<file path="src/rtl/cg_edge_filter.sv">
// cg_edge_filter: synchronizes and debounces a glitchy gate-network level, emitting
// edge strobes and a wrapping count of accepted rises with a sticky overflow flag.
module cg_edge_filter #(
    parameter int STABLE_CYCLES = 4,
    parameter int CNT_W         = 8
) (
    input  logic             clk,
    input  logic             rst,
    input  logic             w_in,
    input  logic             clr,
    output logic             w_filt,
    output logic             rise_pulse,
    output logic             fall_pulse,
    output logic [CNT_W-1:0] rise_count,
    output logic             ovf
);
    typedef enum logic [1:0] {LOW, PEND_HIGH, HIGH, PEND_LOW} state_t;
    localparam logic [3:0] LAST = 4'(STABLE_CYCLES - 1);
    state_t     state, state_nx;
    logic [3:0] cnt, cnt_nx;
    logic       s1, s, rise_nx, fall_nx;
    always_comb begin
        state_nx = state;
        cnt_nx   = cnt;
        case (state)
            LOW:       if (s) begin state_nx = PEND_HIGH; cnt_nx = 4'd1; end
            PEND_HIGH: if (!s) begin state_nx = LOW; cnt_nx = 4'd0; end
                       else if (cnt == LAST) begin state_nx = HIGH; cnt_nx = 4'd0; end
                       else cnt_nx = cnt + 4'd1;
            HIGH:      if (!s) begin state_nx = PEND_LOW; cnt_nx = 4'd1; end
            default:   if (s) begin state_nx = HIGH; cnt_nx = 4'd0; end
                       else if (cnt == LAST) begin state_nx = LOW; cnt_nx = 4'd0; end
                       else cnt_nx = cnt + 4'd1;
        endcase
        rise_nx = state == PEND_HIGH && state_nx == HIGH;
        fall_nx = state == PEND_LOW && state_nx == LOW;
    end
    always_ff @(posedge clk or posedge rst) begin
        if (rst) begin
            s1         <= 1'b0;
            s          <= 1'b0;
            state      <= LOW;
            cnt        <= 4'd0;
            w_filt     <= 1'b0;
            rise_pulse <= 1'b0;
            fall_pulse <= 1'b0;
            rise_count <= '0;
            ovf        <= 1'b0;
        end else begin
            s1         <= w_in;
            s          <= s1;
            state      <= state_nx;
            cnt        <= cnt_nx;
            w_filt     <= state_nx == HIGH || state_nx == PEND_LOW;
            rise_pulse <= rise_nx;
            fall_pulse <= fall_nx;
            // a clear coinciding with a rise still counts that rise
            if (clr) begin
                rise_count <= {{(CNT_W-1){1'b0}}, rise_pulse};
                ovf        <= 1'b0;
            end else if (rise_pulse) begin
                rise_count <= rise_count + 1'b1;
                if (&rise_count) ovf <= 1'b1;
            end
        end
    end
endmodule

</file>
<file path="config.mk">
export PLATFORM = sky130hd
export DESIGN_NAME = cg_edge_filter
export DESIGN_NICKNAME = d
export VERILOG_FILES = /design/src/rtl/cg_edge_filter.sv
export SDC_FILE = /design/constraint.sdc
export NUM_CORES = 1
export LEC_CHECK = 0
export CAP_MARGIN = 10
export CORE_MARGIN = 1.5
export CORE_UTILIZATION = 40
export DETAILED_ROUTE_END_ITERATION = 8
export SYNTH_ARGS = -nofsm -noshare
export SYNTH_HDL_FRONTEND = slang
export SYNTH_SLANG_ARGS = --single-unit
</file>
<file path="constraint.sdc">
create_clock -name clk -period 1.95 [get_ports clk]
set_input_delay 0.585 -clock clk [delete_from_list [all_inputs] [get_ports clk]]
set_output_delay 0.585 -clock clk [all_outputs]
set_load 0.1 [all_outputs]
</file>
==> metrics.log, run 1 <==
INFO  metric outcome = finished, final reports clean
INFO  metric cell_area_synth = 856 µm²
INFO  metric synth-simple-area-share = a little under a quarter
INFO  metric synth_compound_area_share = 7.02%
INFO  metric total_leakage_power = between 0.5 and 0.6 nW
INFO  metric timing.clock.skew = ~0.0023 ns
INFO  metric critical_path.reg2reg.startpoint = rise_count[2]
INFO  metric postCtsResizedCells = 0
INFO  metric drt_pass1_iterations = 4
INFO  metric ys_seq_area_share = between 50 and 60%
INFO  metric regToRegSetupSlack = ~0.53 ns
INFO  metric cts.reportedPaths.clkPinSlew = around 0.10 ns
INFO  metric critical_path_required = about 1.4 ns
INFO  metric drcViolationCount = 0
INFO  metric detail_route.wirelength = approximately 1600 µm
INFO  metric antenna_found_initial = 0
INFO  metric crit_end = rise_count[2]
INFO  metric synth_enable_flop_cells = 0
INFO  metric footprint_of_the_flip_flops_and_latches = about 480 µm²
INFO  metric wire_per_inst = ~13 µm
INFO  metric cts-buffers-inserted = 3
INFO  metric synth_top_family_by_area = simple AND/OR/NAND/NOR gates
INFO  metric powerDensity = roughly 860 nW/µm²
INFO  metric post_synthesis_mux_area_share = around 2.5%
INFO  metric r2r_cells = 3
INFO  metric setup_tns = 0 ns
INFO  metric finalInstanceArea = 1200 µm²
INFO  metric cts-hold-fix-buffers = 0
INFO  metric chipHeight = 49.3 µm
INFO  metric rsz0062_at_grt = no
INFO  metric clock_insertion_delay_worst_skew = 0.28 ns
INFO  metric worstSetupPathDepth = 1
INFO  metric synth-async-reset-ratio = 100%
INFO  metric drtAntennaViolNets = 0
INFO  metric worst_r2r_endpoint = rise_count[7]
INFO  metric floorplan.io_pins = 16
INFO  metric n_fill_cell = approximately 160
INFO  metric dp_hpwl = roughly 1200 µm
INFO  metric hold_path_class = reg2reg
INFO  metric floorplan.die.width = around 49 µm
INFO  metric synth.net_count = 84
INFO  metric critical_path_peak_fanout = 6
INFO  metric timing.critical_path.cells = buf_12
INFO  metric detailroute.via_count = around 660
INFO  metric critical_path.startpoint_type = register
INFO  metric slowest_stage = sky130_fd_sc_hd__dfrtp_1
INFO  metric final-max-slew-violation-count = 0
INFO  metric num-nets-final = approximately 110
INFO  metric yosysWarnings = 0
INFO  metric synth_flop_cell = sky130_fd_sc_hd__dfrtp_1
INFO  metric syn_inst = 78
INFO  metric clock_sink_count = 19
INFO  metric io_buffer_count = 15
INFO  metric insertedDiodeCount = 0
INFO  metric pre_cts_setup_slack = 0.102 ns
INFO  metric final.min_clock_period = approximately 1.6 ns
INFO  metric cts_tree = built
INFO  metric first_global_vias = roughly 650
INFO  metric finalPower = roughly 1.0 mW
INFO  metric drt_iter0_drcs = 16
INFO  metric grtUsageTotal = between 10% and 20%
INFO  metric crit_arrival = a little over 1 ns
INFO  metric critical_path_buf_inv_count = 1
INFO  metric critical_path.top_delay_family = flip-flops
INFO  metric relSlewSlack = between 70% and 80%
INFO  metric critPathKind = reg2out
INFO  metric yosys.area_share.xor_xnor = 6.14%
INFO  metric report.final.hold_viol_count = 0
INFO  metric via_per_inst = around 5.2
INFO  metric yosys.area_share.adder = just under 3%
INFO  metric worst_vdd_ir = between 500 and 600 µV
INFO  metric globalplace.congestion = approximately 0.73
INFO  metric cts_root_buf = sky130_fd_sc_hd__clkbuf_4
INFO  metric hold_slack = between 0.3 and 0.4 ns
INFO  metric core_area = 1980 µm²
INFO  metric overflow = 0
INFO  metric layout_worst_path_cycle_share = between 80% and 90%
INFO  metric largest_net_degree_at_the_start_of_global_routing = 20
INFO  metric worstMarginPinSlew = 0.416 ns
INFO  metric multiInputGateArea = ~360 µm²
INFO  metric floorplan.rows = 16
INFO  metric grt_first_pass_wirelength = ~2800 µm
INFO  metric synthToLayoutAreaGrowth = 40.2%
INFO  metric timing.final.setup_violations = 0
INFO  metric final_layout_size_suffix_gt1_share = approximately a quarter
INFO  metric critPathLaunch = rise_count[2]
INFO  metric critical-path-max-stage-delay = between 0.5 and 0.6 ns
INFO  metric drv.max_cap_violation_count = 0
INFO  metric cts_post_setup_buffers_inserted = 0
INFO  metric placement.cell_area = between 1000 and 1500 µm²
INFO  metric clk_path_buf_depth = 2
INFO  metric die_area = 2430 µm²
INFO  metric syn_area_per_cell = roughly 11 µm²
INFO  metric h_tree_lvl_count = 1
INFO  metric yosys_register_bits = 19
INFO  metric initial_utilization = about 43%
INFO  metric fmax = between 600 and 700 MHz
INFO  metric postLayoutSetupSlackWorst = 0.334 ns
INFO  metric worst_setup_end_kind = output pin
INFO  metric yosysUniqueCellTypes = 27
## power breakdown
part / internal, mW / switching [mW]
clock network: 0.0794 / 0.110
logic: 0.130 / 0.211
registers: 0.440 / 0.0670
total: 0.649 / 0.388
## sequential cells by signal, indices dropped and copies added (netlist names)
name / flops
s: 1
ovf: 1
state: 2
s1: 1
cnt: 4
fall_pulse: 1
rise_pulse: 1
rise_count: 8
## synth_stat cells (all sizes together), types with 3 or more instances
master / n / area share, %
inv: 3 / 1.3
or3: 4 / 3.1
xor2: 4 / 4.1
nor2: 6 / 2.6
nand3: 9 / 5.8
dfrtp: 19 / 56
a21oi: 4 / 2.3
nand2: 4 / 1.8
nand4: 4 / 2.9
## placed cells by master (no fill, tap or decap)
| cell type | count |
|---|---|
| sky130_fd_sc_hd__a211oi_1 | 1 |
| sky130_fd_sc_hd__a21oi_1 | 4 |
| sky130_fd_sc_hd__and3b_1 | 2 |
| sky130_fd_sc_hd__buf_12 | 12 |
| sky130_fd_sc_hd__buf_4 | 3 |
| sky130_fd_sc_hd__clkbuf_1 | 1 |
| sky130_fd_sc_hd__clkbuf_4 | 3 |
| sky130_fd_sc_hd__clkdlybuf4s50_1 | 3 |
| sky130_fd_sc_hd__dfrtp_1 | 16 |
| sky130_fd_sc_hd__dfrtp_2 | 3 |
| sky130_fd_sc_hd__ha_1 | 2 |
| sky130_fd_sc_hd__inv_1 | 3 |
| sky130_fd_sc_hd__mux2_2 | 1 |
| sky130_fd_sc_hd__mux2i_1 | 1 |
| sky130_fd_sc_hd__nand2_1 | 4 |
| sky130_fd_sc_hd__nand2b_1 | 1 |
| sky130_fd_sc_hd__nand3_1 | 8 |
| sky130_fd_sc_hd__nand3_2 | 1 |
| sky130_fd_sc_hd__nand4_1 | 4 |
| sky130_fd_sc_hd__nand4b_1 | 1 |
| sky130_fd_sc_hd__nor2_1 | 6 |
| sky130_fd_sc_hd__nor2b_1 | 1 |
| sky130_fd_sc_hd__nor3b_2 | 1 |
| sky130_fd_sc_hd__o211ai_1 | 2 |
| sky130_fd_sc_hd__o21ai_0 | 2 |
| sky130_fd_sc_hd__o31ai_1 | 1 |
| sky130_fd_sc_hd__or3_1 | 3 |
| sky130_fd_sc_hd__or3_2 | 1 |
| sky130_fd_sc_hd__or4_1 | 1 |
| sky130_fd_sc_hd__xnor2_1 | 2 |
| sky130_fd_sc_hd__xor2_1 | 4 |
## through the flow
stage,util (%),cells
floorplan,-,78
global placement,59.2,121
detailed placement,59.2,121
CTS,60.5,125
global route,60.5,125
finish,60.5,125
## worst min path at each step
stage          startpoint  end  slack [ns]  cells past startpoint
4_1_cts                s1    s        0.37                      0
3_5_place_dp           s1    s        0.34                      0
3_3_place_gp           s1    s        0.34                      0
2_1_floorplan          s1    s        0.33                      0
5_1_grt                s1    s        0.38                      0
6_report               s1    s        0.36                      0
## layout make-up
class,instances,share of cell area [%]
Timing Repair Buffer,18,24.4
Multi-Input combinational cell,54,29.7
Clock buffer,4,2.19
Tap cell,27,2.82
Inverter,3,0.938
Sequential cell,19,39.9
## routing by layer
metal / GRT usage, % / wire, µm
met5: 0 / 0
met2: 25.7 / 771
met4: 4.29 / 18
met3: 2.15 / 47
met1: 18.0 / 733
## cells by family after synthesis
logic type | after synthesis
compound gates | 10
fa+ha+maj | 2
simple gates | 34
mux | 2
xor+xnor | 6
buf+inv | 5
flops | 19
(Power assumes the default switching activity.)
==> run 2: changes to the inputs <==
Settings changed: PLACE_DENSITY from default to 0.66.
Clock period 1.95 ns to 1.35 ns, I/O delays scaled along.
==> metrics.log, run 2 (synthesis results as in run 1) <==
INFO  metric detail_route.wirelength = 2120 µm (+35%)
INFO  metric timing.clock.skew = 0.00256 ns (+0.000211 ns)
INFO  metric core_area = 1980 µm² (unchanged)
INFO  metric io_buffer_count = 15 (unchanged)
INFO  metric floorplan.die.width = 49.3 µm (unchanged)
INFO  metric detailroute.via_count = 753 (+15%)
INFO  metric dp_hpwl = 1210 µm (+1.1%)
INFO  metric fmax = roughly 680 MHz
INFO  metric pre_cts_setup_slack = -0.260 ns (-0.363 ns)
INFO  metric timing.final.setup_violations = 13 (+13)
INFO  metric setup_tns = -0.515 ns (-0.515 ns)
INFO  metric critPathLaunch = rise_count[2]
INFO  metric final.min_clock_period = roughly 1.5 ns
INFO  metric rsz0062_at_grt = yes
INFO  metric critPathKind = reg2out
INFO  metric chipHeight = 49.3 µm (unchanged)
INFO  metric layout_worst_path_cycle_share = 109%
INFO  metric h_tree_lvl_count = 1 (unchanged)
INFO  metric critical_path.startpoint_type = register
INFO  metric wire_per_inst = 14.5 µm (+16%)
INFO  metric final_common_cell = sky130_fd_sc_hd__buf_4
INFO  metric min-delay-start = s1
INFO  metric grt_first_pass_wirelength = 3010 µm (+8.2%)
INFO  metric drcViolationCount = 0 (unchanged)
INFO  metric layout_top_registers = rise_count x8, cnt x4, state x2
INFO  metric critical_path.reg2reg.startpoint = rise_count[3]
INFO  metric antenna_found_initial = 0 (unchanged)
INFO  metric worstMarginPinSlew = 0.327 ns (-0.0888 ns)
INFO  metric drt_iter0_drcs = 9 (-7)
INFO  metric clock_sink_count = 19 (unchanged)
INFO  metric initial_utilization = 43.2% (unchanged)
INFO  metric violated_checks = setup timing
INFO  metric drv.max_cap_violation_count = 0 (unchanged)
INFO  metric cts_tree = built
INFO  metric outcome = complete, but fails checks
INFO  metric floorplan.rows = 16 (unchanged)
INFO  metric final_core_util = 77.5% (+17 points)
INFO  metric largest_reg_flops = 8 (unchanged)
INFO  metric grtUsageTotal = 16.2% (+1.7 points)
INFO  metric largest_net_degree_at_the_start_of_global_routing = 20 (unchanged)
INFO  metric cts.reportedPaths.clkPinSlew = 0.11 ns (about the same)
INFO  metric num-nets-final = 126 (+20%)
INFO  metric cts-buffers-inserted = 3 (unchanged)
INFO  metric final-max-slew-violation-count = 0 (unchanged)
INFO  metric layout_common_cells = sky130_fd_sc_hd__buf_4 (16), sky130_fd_sc_hd__buf_12 (13), sky130_fd_sc_hd__dfrtp_1 (9), sky130_fd_sc_hd__dfrtp_4 (8), sky130_fd_sc_hd__buf_6 (7)
INFO  metric cts_root_buf = sky130_fd_sc_hd__clkbuf_4
INFO  metric insertedDiodeCount = 0 (unchanged)
INFO  metric clock_insertion_delay_worst_skew = 0.29 ns (about the same)
INFO  metric hold_path_class = reg2reg
INFO  metric critical_path_required = 0.95 ns (-0.41 ns)
INFO  metric worst_vdd_ir = 1630 µV (+180%)
INFO  metric floorplan.io_pins = 16 (unchanged)
INFO  metric die_area = 2430 µm² (unchanged)
INFO  metric drt_pass1_iterations = 4 (unchanged)
INFO  metric globalplace.congestion = 0.778 (+6.7%)
INFO  metric postLayoutSetupSlackWorst = -0.126 ns (-0.459 ns)
INFO  metric overflow = 0 (unchanged)
INFO  metric synthToLayoutAreaGrowth = 79.5%
INFO  metric largest_register = rise_count
INFO  metric total_leakage_power = 0.624 nW (+23%)
INFO  metric worst_setup_end_kind = output pin
INFO  metric drtAntennaViolNets = 0 (unchanged)
INFO  metric via_per_inst = 5.16 (-1.6%)
INFO  metric first_global_vias = 653 (+1.1%)
INFO  metric critical_path_peak_fanout = 2 (-4)
INFO  metric relSlewSlack = 78.2% (+6.1 points)
INFO  metric crit_arrival = 1.07 ns (+0.04 ns)
INFO  metric final_layout_size_suffix_gt1_share = 55.5% (+30 points)
INFO  metric clk_path_buf_depth = 2 (unchanged)
INFO  metric report.final.hold_viol_count = 0 (unchanged)
INFO  metric powerDensity = 1180 nW/µm² (+36%)
[run 2: metal layers]
layer  up-vias  wire length [µm]  global-route usage [%]
met2        12              1100                    25.9
met5         -                 0                       0
met4         0                28                    5.71
li1        361                 -                       -
met1       376               942                    22.7
met3         4                50                    1.84
[run 2: path summary, 6_finish.rpt]
kind | cells past startpoint | endpoint | slack (ns)
worst max-delay path | 2 | rise_count[2] | -0.13
worst min-delay path | 0 | s | 0.37
worst max register to register | 4 | rise_count[7] | -0.04
worst min register to register | 0 | s | 0.37
max in group asynchronous | 3 | rise_pulse | 0.70
min in group asynchronous | 3 | rise_count[5] | 0.43
[run 2: worst max-delay path, stage by stage, from the launching register on]
cell,delay [ns]
sky130_fd_sc_hd__dfrtp_4,0.50
sky130_fd_sc_hd__buf_6,0.13
sky130_fd_sc_hd__buf_12,0.15
[run 2: what timing repair did]
item | in CTS | in global routing
endpoints found under the setup margin | 10 | 19
setup buffers | 10 | 6
hold buffers | 0 | 0
resized for setup | 5 | 15
pin swaps | 2 | 11
[run 2: layout make-up]
| cell class | instances | area (µm²) |
|---|---|---|
| multi-input combinational | 54 | 468 |
| clock buffer | 4 | 26.3 |
| sequential | 19 | 508 |
| timing repair buffer | 39 | 489 |
| tap | 27 | 33.8 |
| inverter | 3 | 11.3 |
| fill | 112 | 445 |
[run 2: power by group]
group          internal, mW  leakage (nW)  total [mW]  switching [mW]
clock                 0.115        0.0150       0.284           0.170
combinational         0.391         0.374       0.808           0.417
sequential            0.649         0.235       0.717          0.0685
total                  1.15         0.624        1.81           0.655
[run 2: through the flow]
| stage | instance area, µm² | std cells | power, mW | hold slack (ns) |
|---|---|---|---|---|
| after floorplan | 945 | 78 | 1.13 | 0.331 |
| after global placement | 1290 | 126 | 1.36 | 0.337 |
| after detailed placement | 1290 | 126 | 1.37 | 0.348 |
| after CTS | 1430 | 140 | 1.77 | 0.369 |
| after global routing | 1540 | 146 | 1.88 | 0.389 |
| final | 1540 | 146 | 1.81 | 0.367 |
